===== src/rtl/thor2022_page_walker_pkg.sv =====
// Shared types for the Thor2022 hardware page-table walker.
//   L1PTE / LeafPTE : layouts of the two page-table levels as read from memory
//   TLBE            : entry written into the TLB update port
//   fault_cause_e   : cause code reported with a walker fault
//   ST_*            : walker state encoding
//   TLBADR_RANDOM   : tlbadr[15:14] code asking the TLB to pick a random way
package thor2022_page_walker_pkg;

   localparam logic [1:0] TLBADR_RANDOM = 2'b10;

   typedef enum logic [1:0] {
      FC_L1_INVALID = 2'd0,
      FC_L2_INVALID = 2'd1,
      FC_BUS_ERR    = 2'd2,
      FC_TIMEOUT    = 2'd3
   } fault_cause_e;

   typedef logic [2:0] walk_state_t;
   localparam walk_state_t ST_IDLE    = 3'd0;
   localparam walk_state_t ST_L1_REQ  = 3'd1;
   localparam walk_state_t ST_L1_WAIT = 3'd2;
   localparam walk_state_t ST_L2_REQ  = 3'd3;
   localparam walk_state_t ST_L2_WAIT = 3'd4;
   localparam walk_state_t ST_TLB_WR  = 3'd5;
   localparam walk_state_t ST_FAULT   = 3'd6;
   localparam walk_state_t ST_SETTLE  = 3'd7;

   typedef struct packed {
      logic [12:0] rsvd_hi;
      logic [18:0] l2_base;   // L2 table base [31:13]
      logic [30:0] rsvd_lo;
      logic        v;
   } L1PTE;

   typedef struct packed {
      logic [11:0] key;
      logic [19:0] ppn;
      logic [11:0] rsvd_hi;
      logic [3:0]  bc;
      logic [1:0]  rsvd_lo;
      logic sx, sw, sr, sc, x, w, r, c, s, u, a, d, g, v;
   } LeafPTE;

   typedef struct packed {
      logic [7:0]  access_count;
      logic [19:0] key;
      logic [7:0]  asid;
      logic [19:0] vpn;
      logic [19:0] ppn;
      logic [3:0]  bc;
      logic sx, sw, sr, sc, x, w, r, c, s, u, a, d, g, v;
   } TLBE;

   // Leaf PTE -> TLB entry. The accessed bit is forced because the walk itself is an access.
   function automatic TLBE make_tlbe(input logic [31:0] va, input logic [7:0] asid,
                                     input LeafPTE pte);
      TLBE t;
      t      = '0;
      t.vpn  = va[31:12];
      t.asid = asid;
      t.key  = {8'h00, pte.key};
      t.ppn  = pte.ppn;
      t.bc   = pte.bc;
      {t.sx, t.sw, t.sr, t.sc, t.x, t.w, t.r, t.c, t.s, t.u, t.a, t.d, t.g, t.v} =
         {pte.sx, pte.sw, pte.sr, pte.sc, pte.x, pte.w, pte.r, pte.c, pte.s, pte.u, 1'b1,
          pte.d, pte.g, pte.v};
      return t;
   endfunction

endpackage


===== src/rtl/thor2022_page_walker.sv =====
// Thor2022 hardware page-table walker.
// On a TLB miss it reads the L1 and leaf PTEs over a 64-bit read-only bus master, then writes
// the assembled TLBE into the TLB (random way) or reports a fault.
//   clk_i, rst_i                 : clock, async active-high reset
//   ptbr_i, asid_i               : L1 table base, current ASID
//   walk_en_i, tlbmiss_i, tlbmiss_adr_i : miss request from the TLB
//   tlb_rdy_i, wrtlb_o, tlbadr_o, tlbdat_o, done_o : TLB update port
//   cyc_o, stb_o, we_o, sel_o, adr_o, ack_i, err_i, dat_i : bus master
//   fault_o, fault_cause_o, fault_adr_o : fault report
//   busy_o                       : walk in progress
module thor2022_page_walker
   import thor2022_page_walker_pkg::*;
#(
   parameter int unsigned TIMEOUT = 255,
   parameter int unsigned HOLDOFF = 8
) (
   input  logic        clk_i,
   input  logic        rst_i,
   input  logic [31:0] ptbr_i,
   input  logic [7:0]  asid_i,
   input  logic        walk_en_i,
   input  logic        tlbmiss_i,
   input  logic [31:0] tlbmiss_adr_i,
   input  logic        tlb_rdy_i,
   output logic        busy_o,
   output logic        cyc_o,
   output logic        stb_o,
   output logic        we_o,
   output logic [7:0]  sel_o,
   output logic [31:0] adr_o,
   input  logic        ack_i,
   input  logic        err_i,
   input  logic [63:0] dat_i,
   output logic        wrtlb_o,
   output logic [15:0] tlbadr_o,
   output TLBE         tlbdat_o,
   output logic        fault_o,
   output logic [1:0]  fault_cause_o,
   output logic [31:0] fault_adr_o,
   output logic        done_o
);

   localparam int unsigned TW = $clog2(TIMEOUT + 1);
   localparam int unsigned HW = $clog2(HOLDOFF + 1);

   walk_state_t  r_state, w_state_nxt;
   fault_cause_e r_cause, w_cause;
   logic [31:0]  r_va;
   logic [7:0]   r_asid;
   logic [31:0]  r_adr;
   logic [TW-1:0] r_tmo;
   logic [HW-1:0] r_hold;
   logic [15:0]  r_tlbadr;
   TLBE          r_tlbdat;
   L1PTE         w_l1;
   logic         w_wait, w_tmo_hit, w_start;
   logic         w_unused;

   assign w_l1      = dat_i;
   assign w_wait    = (r_state == ST_L1_WAIT) || (r_state == ST_L2_WAIT);
   // Fires on the last wait cycle of the budget, so the fault follows TIMEOUT silent cycles.
   assign w_tmo_hit = (r_tmo == TW'(TIMEOUT - 1));
   assign w_start   = (r_state == ST_IDLE) && (w_state_nxt == ST_L1_REQ);
   assign w_unused  = ^{ptbr_i[12:0], w_l1.rsvd_hi, w_l1.rsvd_lo};

   always_comb begin
      w_state_nxt = r_state;
      w_cause     = FC_BUS_ERR;
      unique case (r_state)
         ST_IDLE:    if (walk_en_i && tlbmiss_i && (r_hold == '0)) w_state_nxt = ST_L1_REQ;
         ST_L1_REQ:  w_state_nxt = ST_L1_WAIT;
         ST_L2_REQ:  w_state_nxt = ST_L2_WAIT;
         ST_L1_WAIT, ST_L2_WAIT: begin
            // err_i has priority over ack_i when both arrive together.
            if (err_i) begin
               w_state_nxt = ST_FAULT;
               w_cause     = FC_BUS_ERR;
            end else if (ack_i) begin
               if (dat_i[0]) begin
                  w_state_nxt = (r_state == ST_L1_WAIT) ? ST_L2_REQ : ST_TLB_WR;
               end else begin
                  w_state_nxt = ST_FAULT;
                  w_cause     = (r_state == ST_L1_WAIT) ? FC_L1_INVALID : FC_L2_INVALID;
               end
            end else if (w_tmo_hit) begin
               w_state_nxt = ST_FAULT;
               w_cause     = FC_TIMEOUT;
            end
         end
         ST_TLB_WR:  if (tlb_rdy_i) w_state_nxt = ST_SETTLE;
         ST_FAULT:   w_state_nxt = ST_SETTLE;
         ST_SETTLE:  w_state_nxt = ST_IDLE;
         default:    w_state_nxt = ST_IDLE;
      endcase
   end

   always_ff @(posedge clk_i or posedge rst_i) begin
      if (rst_i) begin
         r_state  <= ST_IDLE;
         r_cause  <= FC_L1_INVALID;
         r_va     <= '0;
         r_asid   <= '0;
         r_adr    <= '0;
         r_tmo    <= '0;
         r_hold   <= '0;
         r_tlbadr <= '0;
         r_tlbdat <= '0;
      end else begin
         r_state <= w_state_nxt;

         if (r_state == ST_SETTLE) begin
            r_hold <= HW'(HOLDOFF);
         end else if ((r_state == ST_IDLE) && (r_hold != '0)) begin
            r_hold <= r_hold - HW'(1);
         end

         // The L1 address is captured here so later ptbr_i changes cannot disturb this walk.
         if (w_start) begin
            r_va   <= tlbmiss_adr_i;
            r_asid <= asid_i;
            r_adr  <= {ptbr_i[31:13], tlbmiss_adr_i[31:22], 3'b000};
         end

         if ((r_state == ST_L1_REQ) || (r_state == ST_L2_REQ)) begin
            r_tmo <= '0;
         end else if (w_wait && (r_tmo != TW'(TIMEOUT))) begin
            r_tmo <= r_tmo + TW'(1);
         end

         if ((r_state == ST_L1_WAIT) && (w_state_nxt == ST_L2_REQ)) begin
            r_adr <= {w_l1.l2_base, r_va[21:12], 3'b000};
         end

         if ((r_state == ST_L2_WAIT) && (w_state_nxt == ST_TLB_WR)) begin
            r_tlbadr <= {TLBADR_RANDOM, 4'h0, r_va[21:12]};
            r_tlbdat <= make_tlbe(r_va, r_asid, dat_i);
         end

         if (w_state_nxt == ST_FAULT) r_cause <= w_cause;
      end
   end

   // Bus strobes decode straight from state so an async reset drops them immediately.
   assign busy_o        = (r_state != ST_IDLE);
   assign cyc_o         = (r_state == ST_L1_REQ) || (r_state == ST_L2_REQ) || w_wait;
   assign stb_o         = cyc_o;
   assign we_o          = 1'b0;
   assign sel_o         = 8'hFF;
   assign adr_o         = r_adr;
   assign wrtlb_o       = (r_state == ST_TLB_WR) && tlb_rdy_i;
   assign done_o        = wrtlb_o;
   assign tlbadr_o      = r_tlbadr;
   assign tlbdat_o      = r_tlbdat;
   assign fault_o       = (r_state == ST_FAULT);
   assign fault_cause_o = r_cause;
   assign fault_adr_o   = r_va;

endmodule


===== config.mk =====
export PLATFORM = sky130hd
export DESIGN_NAME = thor2022_page_walker
export DESIGN_NICKNAME = d
export VERILOG_FILES = /design/src/rtl/thor2022_page_walker_pkg.sv /design/src/rtl/thor2022_page_walker.sv
export SDC_FILE = /design/constraint.sdc
export NUM_CORES = 1
export LEC_CHECK = 0
export CAP_MARGIN = 40
export CORE_MARGIN = 4
export CORE_UTILIZATION = 45
export DETAILED_ROUTE_END_ITERATION = 16
export GPL_TIMING_DRIVEN = 0
export MAX_ROUTING_LAYER = met4
export PLACE_DENSITY_LB_ADDON = 0.15
export SYNTH_ARGS = -nofsm -noshare
export SYNTH_HDL_FRONTEND = slang
export SYNTH_SLANG_ARGS = --single-unit
export TNS_END_PERCENT = 1

===== constraint.sdc =====
create_clock -name clk_i -period 10.2 [get_ports clk_i]
set_input_delay 1.02 -clock clk_i [delete_from_list [all_inputs] [get_ports clk_i]]
set_output_delay 1.02 -clock clk_i [all_outputs]
set_load 0.1 [all_outputs]

==> results.yml <==
place:
  portBuffers: 272
  dpl.hpwl_um: 22730
  place_ws_ns: 6.632
  gp_congestion: 0.8470
timing:
  worst_slew_pin_slew_ns: 0.6576
  layout_min_cycle_time_ns: 3.564
  setup_ws_ns: 6.636
  setup_viol: 0
  hold_viol: 0
  clock.fmax_mhz: 280.6
  grt_setup_unrepaired: "no"
  finClkSkew_ns: 0.01327
  finalSetupTns_ns: 0
  maxSlewViolCount: 0
  slew_headroom: 0.5616
  layout_worst_path_cycle_share: 0.3494
  whs_ns: 0.4879
synthesis:
  async_flop_share: 1.000
  yosysSeqAreaShare: 0.5809
  ys_types: 49
  synthesis.area_um2: 7064
  ys_ff_latch: 164
  syn_area_per_cell_um2: 10.85
  yosys_warnings: 0
  synth-edff-count: 0
  synth_ff_type: "dfrtp_1"
  syn_inst: 651
run:
  maxCapViolCount: 0
detailed_routing:
  vias: 7330
  viasPerCell: 5.402
  drc: 0
  ant_nets: 0
  wl_um: 32690
  drt-wirelength-per-cell_um: 24.09
  first_iter_violations: 532
  firstDrtPassIters: 6
grt:
  grt_max_degree: 106
  grt_antenna_before_repair: 2
  grt_usage: 0.3758
  grt_pass1_vias: 8058
  grt_pass1_wl_um: 48890
  grt-ovfl-total: 0
final_layout:
  drive_gt1_frac: 0.2905
  layout_commonest_cell: "clkdlybuf4s50_1"
  regArea_um2: 4104
  area_delta_synth_final_pct: 96.88
  multi_input_area_um2: 2449
  fillCellCount: 553
  fin_nets: 1279
  final_cell_mix: "clkdlybuf4s50_1, nand2_1, dfrtp_1"
clock_tree:
  h-tree-depth: 4
  cts_tree: "built"
  clockBufferDepth: 2
  postCtsHoldBufs: 0
  root_buffer: "clkbuf_16"
  cts_resized: 0
  insertion_delay_ns: 0.44
  path_clk_slew_ns: 0.06
  cts.sinks: 164
  post_cts_buffers: 0
  numCtsBuffers: 17
worst_setup_path:
  cp.required_ns: 9.18
  worstSetupPathType: "input pin to output port"
  cp_max_fo: 2
  worstSetupStartpointType: "input pin"
  arrival_ns: 2.54
  endpoint_kind: "output port"
floorplanning:
  start_util: 0.4613
  dieArea_um2: 17770
  dieWidth_um: 133.3
  core_um2: 15310
  core.rowCount: 45
  die_y_um: 133.3
  io_pins: 334
worst_hold_path:
  hp-class: "flip-flop to flip-flop"
outcome:
  outcome: "finished, final reports clean"
flip-flops by register name, summed over array words and instances, names as in the netlist:
name,cells
fault_cause_o,2
adr_o,29
fault_adr_o,32
r_state,3
r_hold,4
r_tmo,8
r_asid,8
tlbdat_o,78
cells in the mapped netlist (2+ instances only):
| cell type | instances | area share |
|---|---|---|
| a211oi_1 | 3 | 0.0032 |
| a21boi_0 | 2 | 0.0021 |
| a21oi_1 | 3 | 0.0021 |
| a31oi_1 | 30 | 0.027 |
| buf_2 | 13 | 0.0092 |
| buf_4 | 52 | 0.055 |
| buf_6 | 6 | 0.0096 |
| clkbuf_1 | 5 | 0.0027 |
| conb_1 | 2 | 0.0011 |
| dfrtp_1 | 164 | 0.58 |
| ha_1 | 4 | 0.0071 |
| inv_1 | 17 | 0.0090 |
| mux2_1 | 2 | 0.0032 |
| mux2_2 | 66 | 0.11 |
| mux2i_1 | 3 | 0.0043 |
| nand2_1 | 172 | 0.091 |
| nand2b_1 | 4 | 0.0035 |
| nand3_1 | 3 | 0.0021 |
| nand4_1 | 2 | 0.0018 |
| nor2_1 | 42 | 0.022 |
| nor3_1 | 4 | 0.0028 |
| o211ai_1 | 2 | 0.0021 |
| o21ai_0 | 20 | 0.014 |
| xnor2_1 | 2 | 0.0025 |
| xor2_1 | 4 | 0.0050 |
final timing paths:
check / startpoint / to / slack (ns) / depth (start not counted)
setup / recovery: tlb_rdy_i / wrtlb_o / 6.64 / 5
hold / removal: r_asid[2]$_DFFE_PP0P_ / r_asid[2]$_DFFE_PP0P_ / 0.49 / 2
setup reg to reg: r_hold[0]$_DFFE_PP0P_ / adr_o[22]$_DFFE_PP0P_ / 7.89 / 8
hold reg to reg: r_asid[2]$_DFFE_PP0P_ / r_asid[2]$_DFFE_PP0P_ / 0.49 / 2
max in group asynchronous: rst_i / tlbdat_o[42]$_DFFE_PP0P_ / 8.29 / 3
min in group asynchronous: rst_i / tlbdat_o[5]$_DFFE_PP0P_ / 1.04 / 2
layer usage:
metal | global-route usage | up-vias | wire (µm) | share of wire
met1 | 0.3773 | 3566 | 10630 | 0.33
met3 | 0.08270 | 179 | 2729 | 0.083
li1 | - | 3034 | - | -
met2 | 0.6535 | 551 | 16800 | 0.51
met4 | 0.2531 | 0 | 2527 | 0.077
met5 | - | - | 0 | 0
metrics by stage:
stage	cells	util	area (µm²)
after global placement	1165	0.6639	10170
after CTS	1354	0.9077	13900
after detailed placement	1324	0.8685	13300
final	1357	0.9082	13910
after floorplan	682	-	7181
after global routing	1356	0.9080	13910
area by class of cell:
type,instances,area share
timing repair buffer,431,0.4205
sequential,164,0.2951
multi-input combinational,422,0.1761
buffer,78,0.04030
clock buffer,22,0.03410
tap,211,0.01898
clock inverter,8,0.009086
inverter,18,0.005398
antenna,3,0.0005398
cell families (layout without fill, tap and decap cells):
kind of cell               count (synthesis)  after routing  synth area share
buffers and inverters                     96            557           0.08891
and+or+nand+nor                          241            241            0.1429
xor gates and xnor gates                   6              6          0.007439
DFF                                      164            164            0.5809
adders and majority gates                  4              4          0.007085
other                                      2             36          0.001063
AOI/OAI and AO/OA                         67             67           0.05898
muxes                                     71             71            0.1126
worst max-delay path, cell delays in order:
cell,delay (ns)
clkdlybuf4s50_1,0.48
and4_1,0.23
buf_4,0.11
clkdlybuf4s50_1,0.50
buf_8,0.20
Power is left out: the tool's default activity adds up to more than one toggle a clock period on the data nets, which glitch-free logic cannot reach.
